File: config.mk
export PLATFORM = sky130hd
export DESIGN_NAME = align_grs_shifter_flat
export DESIGN_NICKNAME = d
export VERILOG_FILES = /design/src/rtl/align_grs_shifter_if.sv /design/src/rtl/align_grs_shifter.sv /design/src/flat_wrapper.sv
export SDC_FILE = /design/constraint.sdc
export NUM_CORES = 1
export LEC_CHECK = 0
export ABC_AREA = 1
export BUFFER_PORTS_ARGS = -buffer_cell sky130_fd_sc_hd__buf_2
export CORE_MARGIN = 3
export CORE_UTILIZATION = 45
export CTS_CLUSTER_DIAMETER = 50
export DETAILED_ROUTE_END_ITERATION = 12
export GPL_ROUTABILITY_DRIVEN = 0
export PLACE_DENSITY = 0.71
export SLEW_MARGIN = 10
export SYNTH_ARGS = -nofsm -noshare
export SYNTH_HDL_FRONTEND = slang
export SYNTH_SLANG_ARGS = --single-unit
File: constraint.sdc
create_clock -name clk -period 2.3 [get_ports clk]
set_input_delay 0 -clock clk [delete_from_list [all_inputs] [get_ports clk]]
set_output_delay 0 -clock clk [all_outputs]
set_load 0.005 [all_outputs]
File: src/rtl/align_grs_shifter_if.sv
// rtl/align_grs_shifter_if.sv - request/result handshake bundle for the GRS alignment shifter
interface align_grs_shifter_if #(
  parameter int N   = 25,
  parameter int SHW = 5
);
  logic           in_valid;
  logic           in_ready;
  logic [N-1:0]   in_data;
  logic [SHW-1:0] in_shift;
  logic           out_valid;
  logic           out_ready;
  logic [N-1:0]   out_data;
  logic           out_round;
  logic           out_sticky;

  modport master (
    output in_valid, in_data, in_shift, out_ready,
    input  in_ready, out_valid, out_data, out_round, out_sticky
  );

  modport slave (
    input  in_valid, in_data, in_shift, out_ready,
    output in_ready, out_valid, out_data, out_round, out_sticky
  );
endinterface

File: src/rtl/align_grs_shifter.sv
// rtl/align_grs_shifter.sv - one-bit-per-cycle right shifter producing guard/round/sticky for RNE
module align_grs_shifter #(
  parameter int N   = 25,
  parameter int SHW = 5
) (
  input  logic               clk,
  input  logic               rst_n,
  align_grs_shifter_if.slave bus
);

  typedef enum logic [1:0] {
    IDLE  = 2'd0,
    SHIFT = 2'd1,
    DONE  = 2'd2
  } state_t;

  localparam logic [SHW-1:0] SAT_SHIFT = SHW'(N + 1);

  state_t         state_q;
  logic [SHW-1:0] count_q;
  logic [N-1:0]   data_q;
  logic           round_q;
  logic           sticky_q;
  logic           in_ready_q;
  logic           out_valid_q;
  logic [SHW-1:0] load_count_d;

  // Beyond N+1 positions every input bit already sits in sticky, so further steps are no-ops.
  always_comb begin
    load_count_d = bus.in_shift;
    if (bus.in_shift > SAT_SHIFT) begin
      load_count_d = SAT_SHIFT;
    end
  end

  always_ff @(posedge clk or negedge rst_n) begin
    if (!rst_n) begin
      state_q     <= IDLE;
      count_q     <= '0;
      data_q      <= '0;
      round_q     <= 1'b0;
      sticky_q    <= 1'b0;
      in_ready_q  <= 1'b1;
      out_valid_q <= 1'b0;
    end else begin
      case (state_q)
        IDLE: begin
          if (bus.in_valid) begin
            data_q     <= bus.in_data;
            round_q    <= 1'b0;
            sticky_q   <= 1'b0;
            count_q    <= load_count_d;
            in_ready_q <= 1'b0;
            if (load_count_d == '0) begin
              state_q     <= DONE;
              out_valid_q <= 1'b1;
            end else begin
              state_q <= SHIFT;
            end
          end
        end
        SHIFT: begin
          sticky_q <= sticky_q | round_q;
          round_q  <= data_q[0];
          data_q   <= data_q >> 1;
          count_q  <= count_q - SHW'(1);
          if (count_q == SHW'(1)) begin
            state_q     <= DONE;
            out_valid_q <= 1'b1;
          end
        end
        DONE: begin
          if (bus.out_ready) begin
            state_q     <= IDLE;
            out_valid_q <= 1'b0;
            in_ready_q  <= 1'b1;
          end
        end
        default: begin
          state_q     <= IDLE;
          out_valid_q <= 1'b0;
          in_ready_q  <= 1'b1;
        end
      endcase
    end
  end

  assign bus.in_ready   = in_ready_q;
  assign bus.out_valid  = out_valid_q;
  assign bus.out_data   = data_q;
  assign bus.out_round  = round_q;
  assign bus.out_sticky = sticky_q;

endmodule

File: src/flat_wrapper.sv
// flat-port wrapper written by rule: the top's interface ports become plain ports
module align_grs_shifter_flat 
#(
  parameter int N   = 25,
  parameter int SHW = 5
)
  (clk, rst_n, bus_in_valid, bus_in_data, bus_in_shift, bus_out_ready, bus_in_ready, bus_out_valid, bus_out_data, bus_out_round, bus_out_sticky);
  align_grs_shifter_if #(.N(N), .SHW(SHW)) bus_i ();
  input  logic clk;
  input  logic rst_n;
  input wire logic [$bits(bus_i.in_valid)-1:0] bus_in_valid;
  input wire logic [$bits(bus_i.in_data)-1:0] bus_in_data;
  input wire logic [$bits(bus_i.in_shift)-1:0] bus_in_shift;
  input wire logic [$bits(bus_i.out_ready)-1:0] bus_out_ready;
  output wire logic [$bits(bus_i.in_ready)-1:0] bus_in_ready;
  output wire logic [$bits(bus_i.out_valid)-1:0] bus_out_valid;
  output wire logic [$bits(bus_i.out_data)-1:0] bus_out_data;
  output wire logic [$bits(bus_i.out_round)-1:0] bus_out_round;
  output wire logic [$bits(bus_i.out_sticky)-1:0] bus_out_sticky;
  assign bus_i.in_valid = bus_in_valid;
  assign bus_i.in_data = bus_in_data;
  assign bus_i.in_shift = bus_in_shift;
  assign bus_i.out_ready = bus_out_ready;
  assign bus_in_ready = bus_i.in_ready;
  assign bus_out_valid = bus_i.out_valid;
  assign bus_out_data = bus_i.out_data;
  assign bus_out_round = bus_i.out_round;
  assign bus_out_sticky = bus_i.out_sticky;
  align_grs_shifter #(.N(N), .SHW(SHW)) u_core (.clk(clk), .rst_n(rst_n), .bus(bus_i));
endmodule
==> results of run 1 <==
worst max-delay path by stage:
stage	slack (ns)	to	start	depth (start not counted)
2_1_floorplan	1.09	u_core.bus.out_data[0]	u_core.state_q[0]	7
3_3_place_gp	0.77	u_core.bus.out_data[9]	u_core.state_q[0]	6
3_5_place_dp	0.71	u_core.bus.out_data[9]	u_core.state_q[0]	6
4_1_cts	0.71	u_core.bus.out_data[9]	u_core.state_q[0]	6
5_1_grt	0.57	u_core.bus.out_data[9]	u_core.state_q[0]	6
6_report	0.71	u_core.bus.out_data[9]	u_core.state_q[0]	6
flip-flops by register name, indices dropped and copies added (netlist names):
register,flops
u_core.bus.out_data,25
u_core.count_q,5
u_core.state_q,2
u_core.bus.in_ready,1
u_core.bus.out_round,1
u_core.bus.out_sticky,1
u_core.bus.out_valid,1
cell usage after synthesis (2+ instances only):
cell	instances	area share
nand2_1	48	0.084
inv_1	37	0.064
dfrtp_1	35	0.41
o21ai_2	27	0.11
o211ai_2	22	0.13
nor2_1	12	0.021
nand3_1	7	0.016
buf_6	6	0.031
buf_12	3	0.028
o21ai_0	3	0.0070
a21oi_1	2	0.0046
ha_1	2	0.012
nand3b_1	2	0.0070
nand4_1	2	0.0058
o211ai_1	2	0.0070
logic make-up (layout without fill, tap and decap cells):
kind of cell | count (synthesis) | after routing
AO/OA/AOI/OAI | 60 | 60
flip-flops | 36 | 36
adder cells (fa/ha/maj) | 2 | 2
buffers and inverters | 50 | 138
AND/OR/NAND/NOR | 77 | 77
metrics by stage:
stage	std cells	setup WS, ns	util	cell area [um2]
global route	365	0.571	0.618	2770
global placement	329	0.774	0.536	2400
CTS	365	0.709	0.618	2770
finish	365	0.706	0.618	2770
detailed placement	329	0.712	0.536	2400
floorplan	225	1.09	-	2150
power by group through the flow:
stage | Combinational [mW] | Sequential, mW | Clock, mW
2_1_floorplan | 1.79 | 1.17 | 0
3_3_place_gp | 2.06 | 1.15 | 0
3_5_place_dp | 2.09 | 1.16 | 0
4_1_cts | 2.13 | 1.15 | 0.467
5_1_grt | 2.37 | 1.19 | 0.487
6_report | 2.10 | 1.15 | 0.445
critical path, delay by kind of cell, from the launching register on:
| family | cells | cell delay [ns] |
|---|---|---|
| buffers and inverters | 2 | 0.36 |
| flip-flops | 1 | 0.43 |
| AO/OA/AOI/OAI | 2 | 0.18 |
| AND/OR/NAND/NOR | 2 | 0.49 |
per-layer routing:
metal / vias to the layer above / global-route usage / part of all wire
met5: - / 0 / 0
met2: 51 / 0.268 / 0.47
met4: 0 / 0.0641 / 0.016
li1: 907 / - / -
met3: 5 / 0.0401 / 0.055
met1: 777 / 0.199 / 0.46
what timing repair did:
item,in CTS,in global routing
resized for setup,0,0
hold buffers,28,0
hold endpoints to repair,62,0
final cells by class:
type / instances / area, um2 / share of cell area
repair buffers: 91 / 611 / 0.221
flip-flops and latches: 36 / 902 / 0.326
well taps: 52 / 65.1 / 0.0235
clock buffers: 5 / 68.8 / 0.0249
inverters: 39 / 154 / 0.0556
multi-input cells: 139 / 947 / 0.342
clock inverters: 3 / 18.8 / 0.00678
cell usage in the layout (no fill, tap or decap):
master	count
or2_2	1
nand2_2	1
clkinv_2	2
buf_2	62
dfstp_2	1
nand2_1	48
nand2_4	1
nand3b_1	2
inv_2	1
nand3_1	7
buf_12	1
o211ai_2	22
nor2_4	1
ha_1	2
inv_1	37
o21a_1	1
dfrtp_1	35
o21bai_1	1
nand4_1	2
a21oi_2	1
inv_8	1
a21oi_1	2
nand3_2	1
clkinv_4	1
a21boi_0	1
o21ai_2	27
o21ai_0	3
nor2_1	12
nor2_2	1
o211ai_1	2
dlygate4sd3_1	28
clkbuf_8	5
==> flow_metrics.py, run 1 <==
metrics = {
    "sta": {
        "finalMaxSlewViolations": 0,
        "min_period_over_period": 0.693,
        "rsz0062_at_grt": "false",
        "relSlewSlack": 0.461,
        "min_period_ns": 1.59,
        "fmax_ghz": 0.627,
        "tns_ns": 0,
        "hold_slack_ns": 0.0128,
        "finalSetupViolations": 0,
        "finalHoldViolCount": 0,
        "tightest_slew_ns": 0.808,
        "skew_ns": 0.00574,
    },
    "synthesis": {
        "synth-xor-area-share": 0,
        "synthAdderAreaFrac": 0.0116,
        "avgSynthCellArea_um2": 9.57,
        "synth_top_family_by_area": "compound AO/OA/AOI/OAI gates",
        "syn_area_um2": 2150,
        "postSynthCellCount": 225,
        "ys_ff_latch": 36,
        "synth.area.mux_share": 0,
        "ys_types": 30,
        "ys_seq_area_frac": 0.419,
        "synth_compound_area_frac": 0.271,
        "synth-simple-area-share": 0.157,
        "async_reset_ff_frac": 1.00,
        "ys.warnings.count": 0,
        "synthFlopType": "dfrtp_1",
        "synth_edf_count": 0,
        "synth_nets": 261,
    },
    "floorplan": {
        "die_area_um2": 5650,
        "io_pins": 63,
        "start_util": 0.481,
        "die_h_um": 75.2,
        "dieWidth_um": 75.2,
        "rows": 24,
        "coreArea_um2": 4470,
    },
    "place": {
        "dp_hpwl_um": 2940,
        "port_buffers": 62,
    },
    "global_routing": {
        "grt_max_degree": 53,
        "grt.overflow.total": 0,
        "grt_antenna_before_repair": 0,
        "grt_use_total": 0.160,
        "first_global_vias": 1580,
        "grt_pass1_wl_um": 6880,
    },
    "power": {
        "p_sw_mw": 1.67,
        "p_per_area_nw_per_um2": 1340,
        "p_leak_nw": 1.38,
        "vdd_drop_max_mv": 0.700,
        "finalPower_mw": 3.70,
        "p_int_mw": 2.03,
        "clkPwrFrac": 0.120,
        "seqPwrFrac": 0.312,
        "netSwitchingFraction": 0.452,
        "pwr-share-comb": 0.568,
    },
    "cells_and_area": {
        "syn_to_final_growth_pct": 28.5,
        "diodes": 0,
        "fin_nets": 348,
        "drive_gt1_frac": 0.415,
        "fillers": 397,
    },
    "clock_network": {
        "cts_root_buffer": "clkbuf_8",
        "numCtsBuffers": 5,
        "insertion_delay_ns": 0.29,
        "cts_buffer_depth": 2,
        "htree_num_levels": 2,
        "cts_tree": "yes",
        "cts_setup_buffers": 0,
        "clkTransAtPathRegs_ns": 0.07,
        "clkSinkCount": 36,
    },
    "worst_setup_path": {
        "required_ns": 2.47,
        "slowest_stage": "dfrtp_1",
        "timing.rr.start": "u_core.state_q[0]",
        "path_cells": "inv_2 > nor2_4 > buf_12 > nand2_1 > o211ai_1 > o21ai_2",
        "cp.arrival_ns": 1.76,
        "reg2reg_to": "u_core.bus.out_data[9]",
        "critPathKind": "reg2reg",
        "cp-start-kind": "register",
        "worstSetupEndpointType": "register",
        "max_stage_delay_ns": 0.43,
        "r2r_slack_ns": 0.71,
        "cp_max_fo": 39,
        "r2r_cells": 6,
    },
    "routing": {
        "antenna_left": 0,
        "vias_per_cell": 4.77,
        "vias": 1740,
        "wl_um": 4350,
        "drt-wirelength-per-cell_um": 11.9,
        "first_iter_violations": 58,
        "drc": 0,
        "drt_first_pass_iters": 4,
    },
    "outcome": {
        "status": "finished clean",
    },
    "min_path": {
        "worstHoldStart": "bus_in_shift[0]",
        "hold_path_end": "u_core.count_q[0]",
        "timing.hold.worst.class": "in2reg",
        "min_path_cells": 3,
    },
    "run": {
        "drv_cap": 0,
    },
}
Note: power is estimated with default switching activity, not from simulation.
==> run 2, diff against run 1 <==
Settings changed: ABC_AREA 1 to 0, PLACE_DENSITY 0.71 to 0.75.
Clock period 2.3 ns to 1.4 ns, I/O delays scaled along.
==> run 2 against run 1 <==
Effect of this change:
- the flow now finishes with violations (hold timing)
- cell count down 12%
- worst setup slack got worse by 0.63 ns
- global-route usage increased by 2.9 points
- cell area fell by 4.7%
- total power grew 59%
- core utilization grew 7.1 points
- combinational power grew 33%
==> flow_metrics.py, run 2 <==
metrics = {
    "cells_and_area": {
        "largest_reg_flops": 25,
        "final_cell_area_um2": 2640,
        "final_cell_mix": "buf_2, dfrtp_1, nand2_1",
        "final_common_cell": "buf_2",
        "drive_gt1_frac": 0.353,
        "diodes": 0,
        "fin_util": 0.689,
        "fillers": 289,
        "syn_to_final_growth_pct": 40.9,
        "fin_nets": 307,
    },
    "sta": {
        "min_period_ns": 1.33,
        "finalMaxSlewViolations": 0,
        "min_period_over_period": 0.948,
        "rsz0062_at_grt": "true",
        "finalSetupViolations": 0,
        "hold_slack_ns": -0.00271,
        "tightest_slew_ns": 0.445,
        "relSlewSlack": 0.703,
        "fmax_ghz": 0.753,
        "skew_ns": 0.00372,
        "finalHoldViolCount": 1,
    },
    "worst_setup_path": {
        "required_ns": 1.58,
        "max_stage_delay_ns": 0.45,
        "cp_max_fo": 6,
        "critPathKind": "reg2reg",
        "cp.arrival_ns": 1.51,
        "r2r_slack_ns": 0.07,
        "cp-start-kind": "register",
        "worstSetupEndpointType": "register",
        "path_cells": "inv_1 > ha_2 > nor3b_4 > xnor2_1 > a221oi_1",
        "slowest_stage": "dfrtp_2",
    },
    "synthesis": {
        "postSynthCellCount": 185,
        "synth_top_area_frac": 0.468,
        "synth_top_cell_by_area": "dfrtp_1",
        "synthFlopType": "dfrtp_1",
        "ys_seq_area_frac": 0.482,
        "synthTopCellsByCount": "dfrtp_1, nand2_1, o21ai_1",
        "synth_edf_count": 0,
        "syn_area_um2": 1870,
        "avgSynthCellArea_um2": 10.1,
        "synth.most_common_cell": "dfrtp_1",
        "ys_types": 38,
        "ys_ff_latch": 36,
        "ys.warnings.count": 0,
        "async_reset_ff_frac": 1.00,
        "synthTopCellsByArea": "dfrtp_1, mux2i_1, o21ai_1",
        "synth_nets": 221,
    },
    "routing": {
        "drt_first_pass_iters": 4,
        "vias_per_cell": 5.24,
        "drt-wirelength-per-cell_um": 14.5,
        "drc": 0,
        "vias": 1677,
        "antenna_left": 0,
        "wl_um": 4630,
        "first_iter_violations": 123,
    },
    "floorplan": {
        "io_pins": 63,
        "die_area_um2": 4970,
        "dieWidth_um": 70.5,
        "die_h_um": 70.5,
        "start_util": 0.489,
        "coreArea_um2": 3830,
        "rows": 22,
    },
    "place": {
        "port_buffers": 62,
        "dpl_cell_area_um2": 2270,
        "dp_hpwl_um": 3090,
    },
    "power": {
        "p_per_area_nw_per_um2": 2230,
        "finalPower_mw": 5.89,
        "vdd_drop_max_mv": 1.02,
        "p_leak_nw": 1.26,
    },
    "clock_network": {
        "cts_tree": "yes",
        "clkSinkCount": 36,
        "htree_num_levels": 2,
        "cts_buffer_depth": 2,
        "numCtsBuffers": 5,
        "cts_root_buffer": "clkbuf_8",
        "clkTransAtPathRegs_ns": 0.07,
        "insertion_delay_ns": 0.28,
    },
    "outcome": {
        "violations": "hold timing",
        "status": "complete, but fails checks",
    },
    "global_routing": {
        "grt_use_total": 0.189,
        "first_global_vias": 1634,
        "grt_antenna_before_repair": 0,
        "grt_max_degree": 31,
        "grt_pass1_wl_um": 7750,
        "grt.overflow.total": 0,
    },
    "run": {
        "drv_cap": 0,
    },
    "min_path": {
        "timing.hold.worst.class": "in2reg",
    },
}
[run 2: repair_timing]
action / 4_1_cts / 5_1_grt
pin swaps: 1 / 2
hold endpoints to repair: 37 / 0
setup endpoints to repair: 4 / 27
gates cloned: 0 / 1
setup buffers: 0 / 2
hold buffers: 18 / 0
gates resized for setup: 2 / 6
[run 2: worst paths after layout]
| path | start | to | cells past startpoint |
|---|---|---|---|
| max in group asynchronous | rst_n | u_core.bus.in_ready | 3 |
| worst min register to register | u_core.bus.out_data[1] | u_core.bus.out_data[1] | 2 |
| worst max-delay path | u_core.count_q[0] | u_core.count_q[4] | 5 |
| min in group asynchronous | rst_n | u_core.count_q[2] | 2 |
| worst max register to register | u_core.count_q[0] | u_core.count_q[4] | 5 |
| worst min-delay path | bus_in_data[3] | u_core.bus.out_data[3] | 3 |
[run 2: power by group]
group          switching (mW)  internal (mW)  leakage (nW)
Combinational            1.32           1.47         0.758
Clock                   0.367          0.628        0.0645
Sequential              0.525           1.58         0.436
Total                    2.22           3.67          1.26
[run 2: worst max-delay path: cells and delay by family (launching register included)]
kind                     cells  cell delay (ns)
flip-flops                   1             0.45
AO/OA/AOI/OAI                1             0.24
adder cells (fa/ha/maj)      1             0.19
AND/OR/NAND/NOR              1             0.19
XOR/XNOR                     1             0.09
buffers and inverters        1             0.07
[run 2: cell families after synthesis]
kind of cell / after synthesis / synth area share
fa+ha+maj: 2 / 0.0134
xor+xnor: 2 / 0.00937
compound gates: 48 / 0.160
mux: 24 / 0.128
simple gates: 54 / 0.144
flops: 36 / 0.482
buf+inv: 19 / 0.0629
[run 2: final cells by class]
| type | count | area (um2) | share of cell area |
|---|---|---|---|
| multi-input combinational | 131 | 898 | 0.341 |
| clock buffer | 7 | 96.3 | 0.0365 |
| sequential | 36 | 906 | 0.344 |
| clock inverter | 1 | 30.0 | 0.0114 |
| timing repair buffer | 91 | 623 | 0.236 |
| inverter | 6 | 22.5 | 0.00854 |
| tap | 48 | 60.1 | 0.0228 |
[run 2: metal layers]
layer	wire length, um	GRT usage	vias to the layer above
met5	0	0	-
met4	59	0.0447	0
met3	344	0.0460	9
met2	2160	0.309	67
met1	2060	0.253	780
li1	-	-	821
[run 2: stage by stage]
step,setup TNS (ns),setup WS (ns),instances
after floorplan,0,0.139,185
after global placement,-0.00966,-0.00966,291
after detailed placement,-0.193,-0.0816,291
after CTS,0,0.0119,317
after global routing,-0.0284,-0.0284,320
final,0,0.0727,320
